## config.mk

```make
export PLATFORM = sky130hd
export DESIGN_NAME = core_host_seq
export DESIGN_NICKNAME = d
export VERILOG_FILES = /design/src/rtl/core_host_seq.sv
export SDC_FILE = /design/constraint.sdc
export NUM_CORES = 1
export LEC_CHECK = 0
export BUFFER_PORTS_ARGS = -buffer_cell sky130_fd_sc_hd__buf_2
export CORE_AREA = 10 10 193 195
export CTS_CLUSTER_SIZE = 10
export DETAILED_ROUTE_END_ITERATION = 7
export DIE_AREA = 0 0 203 205
export SYNTH_ARGS = -nofsm -noshare
export SYNTH_HDL_FRONTEND = slang
export SYNTH_SLANG_ARGS = --single-unit
```

## constraint.sdc

```tcl
create_clock -name clk -period 2.7 [get_ports clk]
set_clock_uncertainty 0.2 [all_clocks]
set_input_delay 0.405 -clock clk [delete_from_list [all_inputs] [get_ports clk]]
set_output_delay 0.405 -clock clk [all_outputs]
set_load 0.02 [all_outputs]
```

## src/rtl/core_host_seq.sv

```systemverilog
// core_host_seq: host-side sequencer around the systolic core.
//   Loads ACT_LEN activation words then W_LEN weight words from a valid/ready stream into the
//   core's ACT/W SRAMs (dut_cl_sel=1), hands the SRAMs to the corelet (dut_cl_sel=0), pulses
//   seq_begin, waits for seq_done, reclaims the SRAMs and streams OP_LEN 128-bit words read
//   from OP SRAM (starting at OP_BASE) out over a valid/ready port.
// Ports:
//   clk, reset (async, active-low), start/busy/done/err  - control and status
//   in_valid/in_ready/in_data                             - 32-bit load stream
//   dut_ACT_* / dut_W_*                                   - ACT and W SRAM write ports
//   dut_cl_sel, seq_begin, seq_done                       - corelet handoff
//   dut_OP_*                                              - OP SRAM read port
//   out_valid/out_ready/out_data                          - 128-bit result stream
// Optional feature: define CORE_HOST_TIMEOUT_EN to add a WAIT-state watchdog of TIMEOUT_CYC
// cycles that sets err and ends the sequence without the read phase.
module core_host_seq #(
  parameter int unsigned ACT_LEN     = 108,
  parameter int unsigned W_LEN       = 108,
  parameter int unsigned OP_LEN      = 8,
  parameter int unsigned OP_BASE     = 0,
  parameter int unsigned TIMEOUT_CYC = 4096
) (
  input  logic         clk,
  input  logic         reset,
  input  logic         start,
  output logic         busy,
  output logic         done,
  output logic         err,
  input  logic         in_valid,
  output logic         in_ready,
  input  logic [31:0]  in_data,
  output logic [31:0]  dut_ACT_d,
  output logic [6:0]   dut_ACT_addr,
  output logic         dut_ACT_cen,
  output logic         dut_ACT_wen,
  output logic [31:0]  dut_W_d,
  output logic [6:0]   dut_W_addr,
  output logic         dut_W_cen,
  output logic         dut_W_wen,
  output logic         dut_cl_sel,
  output logic         seq_begin,
  input  logic         seq_done,
  output logic [8:0]   dut_OP_addr,
  output logic         dut_OP_cen,
  output logic         dut_OP_wen,
  output logic [127:0] dut_OP_d,
  input  logic [127:0] dut_OP_q,
  output logic         out_valid,
  input  logic         out_ready,
  output logic [127:0] out_data
);

  localparam logic [3:0] StIdle    = 4'd0;
  localparam logic [3:0] StLoadAct = 4'd1;
  localparam logic [3:0] StLoadW   = 4'd2;
  localparam logic [3:0] StHandoff = 4'd3;
  localparam logic [3:0] StKick    = 4'd4;
  localparam logic [3:0] StWait    = 4'd5;
  localparam logic [3:0] StReclaim = 4'd6;
  localparam logic [3:0] StRdReq   = 4'd7;
  localparam logic [3:0] StRdCap   = 4'd8;
  localparam logic [3:0] StHold    = 4'd9;
  localparam logic [3:0] StFin     = 4'd10;

  logic [3:0]   state_q, state_d;
  logic [8:0]   cnt_q, cnt_d;
  logic         out_valid_q, out_valid_d;
  logic [127:0] out_data_q, out_data_d;
  logic         timeout;

`ifdef CORE_HOST_TIMEOUT_EN
  logic [15:0] wd_q;
  logic        err_q;

  assign timeout = (state_q == StWait) && !seq_done && (wd_q == 16'(TIMEOUT_CYC - 1));

  always_ff @(posedge clk or negedge reset) begin
    if (!reset) begin
      wd_q  <= '0;
      err_q <= 1'b0;
    end else begin
      // Cleared in KICK so the count starts at zero on the first WAIT cycle.
      if (state_q == StKick) wd_q <= '0;
      else if (state_q == StWait) wd_q <= wd_q + 16'd1;
      if ((state_q == StIdle) && start) err_q <= 1'b0;
      else if (timeout) err_q <= 1'b1;
    end
  end

  assign err = err_q;
`else
  logic [31:0] unused_timeout_cyc;
  assign unused_timeout_cyc = TIMEOUT_CYC;
  assign timeout = 1'b0;
  assign err     = 1'b0;
`endif

  always_comb begin
    state_d     = state_q;
    cnt_d       = cnt_q;
    out_valid_d = out_valid_q;
    out_data_d  = out_data_q;
    case (state_q)
      StIdle: begin
        if (start) begin
          cnt_d   = '0;
          state_d = StLoadAct;
        end
      end
      StLoadAct: begin
        if (in_valid) begin
          if (cnt_q == 9'(ACT_LEN - 1)) begin
            cnt_d   = '0;
            state_d = StLoadW;
          end else begin
            cnt_d = cnt_q + 9'd1;
          end
        end
      end
      StLoadW: begin
        if (in_valid) begin
          if (cnt_q == 9'(W_LEN - 1)) begin
            cnt_d   = '0;
            state_d = StHandoff;
          end else begin
            cnt_d = cnt_q + 9'd1;
          end
        end
      end
      StHandoff: state_d = StKick;
      StKick:    state_d = StWait;
      StWait: begin
        if (seq_done) state_d = StReclaim;
        else if (timeout) state_d = StFin;
      end
      StReclaim: begin
        cnt_d   = '0;
        state_d = StRdReq;
      end
      StRdReq: state_d = StRdCap;
      StRdCap: begin
        // OP SRAM data is valid the cycle after the cen=0 request.
        out_data_d  = dut_OP_q;
        out_valid_d = 1'b1;
        state_d     = StHold;
      end
      StHold: begin
        if (out_valid_q && out_ready) begin
          out_valid_d = 1'b0;
          cnt_d       = cnt_q + 9'd1;
          state_d     = (cnt_q == 9'(OP_LEN - 1)) ? StFin : StRdReq;
        end
      end
      StFin:   state_d = StIdle;
      default: state_d = StIdle;
    endcase
  end

  always_ff @(posedge clk or negedge reset) begin
    if (!reset) begin
      state_q     <= StIdle;
      cnt_q       <= '0;
      out_valid_q <= 1'b0;
      out_data_q  <= '0;
    end else begin
      state_q     <= state_d;
      cnt_q       <= cnt_d;
      out_valid_q <= out_valid_d;
      out_data_q  <= out_data_d;
    end
  end

  // Outputs decode from registered state so an async reset clears them at once.
  assign busy       = (state_q != StIdle);
  assign done       = (state_q == StFin);
  assign in_ready   = (state_q == StLoadAct) || (state_q == StLoadW);
  assign dut_cl_sel = !((state_q == StHandoff) || (state_q == StKick) || (state_q == StWait));
  assign seq_begin  = (state_q == StKick);

  assign dut_ACT_d    = in_data;
  assign dut_ACT_cen  = (state_q == StLoadAct) ? ~in_valid : 1'b1;
  assign dut_ACT_wen  = (state_q == StLoadAct) ? ~in_valid : 1'b1;
  assign dut_ACT_addr = (state_q == StLoadAct) ? cnt_q[6:0] : 7'd0;

  assign dut_W_d    = in_data;
  assign dut_W_cen  = (state_q == StLoadW) ? ~in_valid : 1'b1;
  assign dut_W_wen  = (state_q == StLoadW) ? ~in_valid : 1'b1;
  assign dut_W_addr = (state_q == StLoadW) ? cnt_q[6:0] : 7'd0;

  assign dut_OP_cen  = (state_q != StRdReq);
  assign dut_OP_addr = (state_q == StRdReq) ? 9'(OP_BASE) + cnt_q : 9'd0;
  assign dut_OP_wen  = 1'b1;
  assign dut_OP_d    = '0;

  assign out_valid = out_valid_q;
  assign out_data  = out_data_q;

endmodule

```

=== Word level (Yosys, flattened, before mapping) ===
Index checks and enable logic that the tools add are counted.

* Register bits after elaboration: 142
* Output and inout bits: 356
* Word-level logic and storage cells: 61

* Add/sub/neg operators: 1
* Equality and inequality tests: 21
* Mux-type cells: 21
* Bitwise operators: 1
* Reduce and logical (&&, ||, !) cells: 13

{| class="wikitable"
|+ Operator list
! operator !! number
|-
| $mux W9 || 5
|-
| $pmux W4 S10 || 1
|-
| $pmux W9 S4 || 1
|-
| $mux W4 || 8
|-
| $eq A4 B3 Y1 const B || 4
|-
| $mux W7 || 2
|-
| $ne A2 B2 Y1 const B || 7
|-
| $eq A4 B4 Y1 const B || 3
|-
| $add A9 B1 Y9 const B || 1
|-
| $eq A9 B3 Y1 const B || 1
|-
| $eq A9 B7 Y1 const B || 1
|-
| $eq A4 B2 Y1 const B || 2
|-
| $reduce_bool A4 Y1 || 2
|-
| $reduce_and A7 Y1 || 1
|-
| $eq A4 B1 Y1 const B || 1
|-
| $logic_not A4 Y1 || 1
|-
| $ne A4 B3 Y1 const B || 1
|-
| $reduce_and A4 Y1 || 1
|-
| $logic_or A1 B1 Y1 || 3
|-
| $mux W1 || 3
|-
| $ne A2 B1 Y1 const B || 1
|-
| $pmux W1 S2 || 1
|-
| $reduce_and A2 Y1 || 1
|-
| $reduce_bool A2 Y1 || 1
|-
| 4 further kinds || 4
|}

=== Longest topological paths before layout ===
* Depth after elaboration: 4
* Depth in mapped cells: 7
* Gate-level depth less buffers: 6

=== Least setup slack after synthesis ===
No wires, ideal clock.

* Path type: flip-flop to flip-flop
* Start point: reg state_q[3]
* End point: reg cnt_q[2]
* Arrival: 1931 ps
* Required time: 2399 ps
* Slack: 468 ps
* Cell stages (with the launch flop): 8
* Path buffers: 2
* Period minus slack after synthesis: 2232 ps
* Path through: dfrtp_1 > buf_6 > nor2_1 > a21boi_1 > o41ai_2 > and3_1 > clkbuf_1 > nor4_1

* Word-level cells in the longest chain between the ends: 4

{| class="wikitable"
|+ Ends and longest elaborated chain
! item !! line !! source
|-
| start: declaration || 64 || <nowiki>logic [3:0] state_q, state_d;</nowiki>
|-
| start signal: assignment || 160 || <nowiki>state_q <= StIdle;</nowiki>
|-
| start signal: assignment || 165 || <nowiki>state_q <= state_d;</nowiki>
|-
| $eq A4 B1 Y1 / $eq A4 B2 Y1 (equally long branches) || 102 || <nowiki>case (state_q)</nowiki>
|-
| $reduce_or A2 Y1 (no line) || n/a ||
|-
| $ne A2 B1 Y1 (no line) / $reduce_bool A4 Y1 (equally long branches) || n/a ||
|-
| $reduce_and A4 Y1 (no line) || n/a ||
|-
| end signal: assignment || 166 || <nowiki>cnt_q <= cnt_d;</nowiki>
|-
| end: declaration || 65 || <nowiki>logic [8:0] cnt_q, cnt_d;</nowiki>
|}

Parallel ways exist; a longest one is shown, timed or not.
A chain may end at the register's enable or synchronous reset.

=== Worst setup path after layout ===
* Start point: reg state_q[0]
* End point: out dut_W_addr[2]

* Word-level cells in the longest chain between the ends: 2

{| class="wikitable"
|+ Ends and longest elaborated chain
! item !! line !! source
|-
| $eq A4 B2 Y1 || 187 || <nowiki>assign dut_W_addr = (state_q == StLoadW) ? cnt_q[6:0] : 7'd0;</nowiki>
|-
| $mux W7 || 187 ||
|-
| end: declaration || 36 || <nowiki>output logic [6:0] dut_W_addr,</nowiki>
|}

Every way passes these cells.

==> metrics <==
register area share after synthesis=48.53%; Post-synth top cells=buf_4 (196), dfrtp_1 (142), mux2_2 (129), and2_1 (21), nor2_1 (14); largest net degree at the start of global routing=59; gp weighted congestion=0.8081; vias in the first global route=5985; initial drt markers=189; die height=205 um; worst-margin pin slew=0.6657 ns; Avg WL per Cell=17.91 um; Tmin final=2.470 ns; CTS tree=built; met2 WL=12670 um; fmax=0.4049 GHz; FFs w/ async S/R, synth=100.0%; CTS root buf=clkbuf_16; CTS Buffer Depth=2; worst path arrival time=1.86 ns; met3 wire len=3258 um; # H-tree levels=4; max layer used=met5; Gate power share=37.9%; critical path data required time=2.10 ns; status=complete, no violations; Yosys cell types=47; DR vias=5332; Post-Route M1 WL=8348 um; LEAKAGE=0.005257 uW; Final Cell Area=10030 um^2; fin. max-slew vios=0; Clock Sinks=142; final setup vio count=0; cts bufs inserted=17; die area=41620 um^2; Crit Path Max Fanout=12; Slew headroom=55.00%; Ys Warns=0; Worst-Skew Late Latency=0.41 ns; ordered list of cells on the worst path=nand2b_1 > nor3_1 > buf_4 > and2_1 > buf_2; GR Overflow Total=0; area growth from synthesis to layout=36.94%; dominant synthesized flop cell=dfrtp_1; core area=33280 um^2; setup_tns=0 ns; share of post-route cells with drive strength above 1=50.31%; final routed DRC violation total=0; Post-layout nets=1108; FP Rows=67; top cells by area in the synthesized netlist=dfrtp_1 (49%), buf_4 (20%), mux2_2 (20%), and2_1 (1.8%), buf_2 (0.82%); VDD IR max=0.0005723 V; mapped cell area=7322 um^2; DP Area=8458 um^2; Flop pwr share=35.6%; sw power=3589 uW; Cells after Synth=606; Post-synth EDFFs=0; Mean Syn Cell Area=12.08 um^2; hpwl dp=19620 um; chip width=203 um; slowest CP cell=dfrtp_1; Port Buf Inserts=295; via/cell ratio=3.800; Routed WL=25130 um; Synth area leader=dfrtp_1; most frequent cell after synthesis=buf_4; first-pass GRT wire length=36940 um; first-pass iteration count of the detailed router=4; I/O pin total=522; synthesis-stage register bit count=142; antenna violations before repair=1; Power Density=912.7 nW/um^2; Tcrit/Tclk final=91.48%; number of max-cap violations=0; Synth top area share=48.53%; CP max stage delay=0.51 ns; Net Sw Frac=39.22%; Routed Antenna Nets=0; hold crit path type=input port to flop; Tot GR Track Use=11.54%; clock slew at reported path FFs=0.06 ns; RSZ-0062 raised after global routing=false; Clk pwr share=26.5%; Hold Fails Final Rpt=0; crit end category=output port; Initial Util=22.00%; P_int=5562 uW; kind of critical path=flop to output port; CP Launch Type=flop
## power by group through the flow
stage                     Combinational [uW]  Clock [uW]  Sequential (uW)
after detailed placement                3390           0             3270
after floorplan                         1610           0             3990
after global placement                  3350           0             3240
final                                   3470        2430             3260
after global routing                    3740        2600             3350
after CTS                               3500        2520             3250
## cell families (layout without fill, tap and decap cells)
family	after synthesis	count (layout)	share of synthesized area [%]
compound gates	31	31	3.264
xor+xnor	3	3	0.3589
fa+ha+maj	1	1	0.1709
buf+inv	220	440	21.63
flops	142	142	48.53
mux	131	131	20.13
other cells	2	131	0.1026
simple gates	76	76	5.810
## layout make-up
type | instances | area [um^2]
repair buffers | 405 | 2624
multi-input cells | 372 | 2670
flip-flops and latches | 142 | 3556
diodes | 1 | 2.502
clock buffers | 17 | 425.4
fillers | 3379 | 23250
inverters | 3 | 11.26
clock inverters | 15 | 177.7
well taps | 448 | 560.5
## through the flow
| step | setup WS, ns | total power (uW) | utilization, % | hold WS [ns] | std cells |
|---|---|---|---|---|---|
| 6_report | 0.2300 | 9152 | 30.13 | 0.02201 | 1403 |
| 4_1_cts | 0.08632 | 9270 | 30.02 | 0.0003565 | 1399 |
| 3_5_place_dp | 0.3301 | 6663 | 25.41 | 0.06727 | 1274 |
| 2_1_floorplan | 0.4676 | 5598 | - | -0.09059 | 734 |
| 3_3_place_gp | 0.3519 | 6590 | 25.41 | 0.06745 | 1274 |
| 5_1_grt | 0.03954 | 9696 | 30.12 | 0.004638 | 1402 |
## worst max-delay path, delay by kind of cell (launching register included)
| family | cells | cell delay, ns |
|---|---|---|
| and+or+nand+nor | 3 | 0.60 |
| buffers and inverters | 2 | 0.32 |
| DFF | 1 | 0.51 |
## per-layer routing
metal	vias up	track usage, %
met5	-	0
met4	2	5.755
met3	49	6.729
met2	307	19.56
met1	2574	11.02
li1	2400	-
## sequential cells by signal (all words and copies together), names as in the netlist
name / count
out_data: 128
cnt_q: 9
state_q: 4
out_valid: 1
## cells in the final DEF, fill, tap and decap left out, types with 5 or more instances in the layout
cell / instances
nor2_1: 14
nor3_1: 6
nand2_1: 12
buf_4: 8
buf_2: 294
buf_12: 6
clkbuf_16: 17
dlygate4sd3_1: 96
mux2_2: 129
a21oi_1: 5
conb_1: 130
dfrtp_1: 140
and2_1: 21
inv_6: 5
nand2b_1: 5
## final timing paths
kind                                  to  slack, ns  cells after the start          start
max                        dut_W_addr[2]       0.23                      5     state_q[0]
min                          out_data[9]       0.02                      2    dut_OP_q[9]
max reg2reg                     cnt_q[5]       0.36                      5     state_q[0]
min reg2reg                out_data[110]       0.30                      1  out_data[110]
max in group asynchronous   out_data[11]       1.37                      3          reset
min in group asynchronous   out_data[93]       0.21                      2          reset
## timing repair
item / CTS / global route
setup buffers: 0 / 0
hold buffers: 93 / 3
setup endpoints to repair: 0 / 4
gates resized for setup: 0 / 2
hold endpoints to repair: 169 / 3
(Power assumes the default switching activity.)
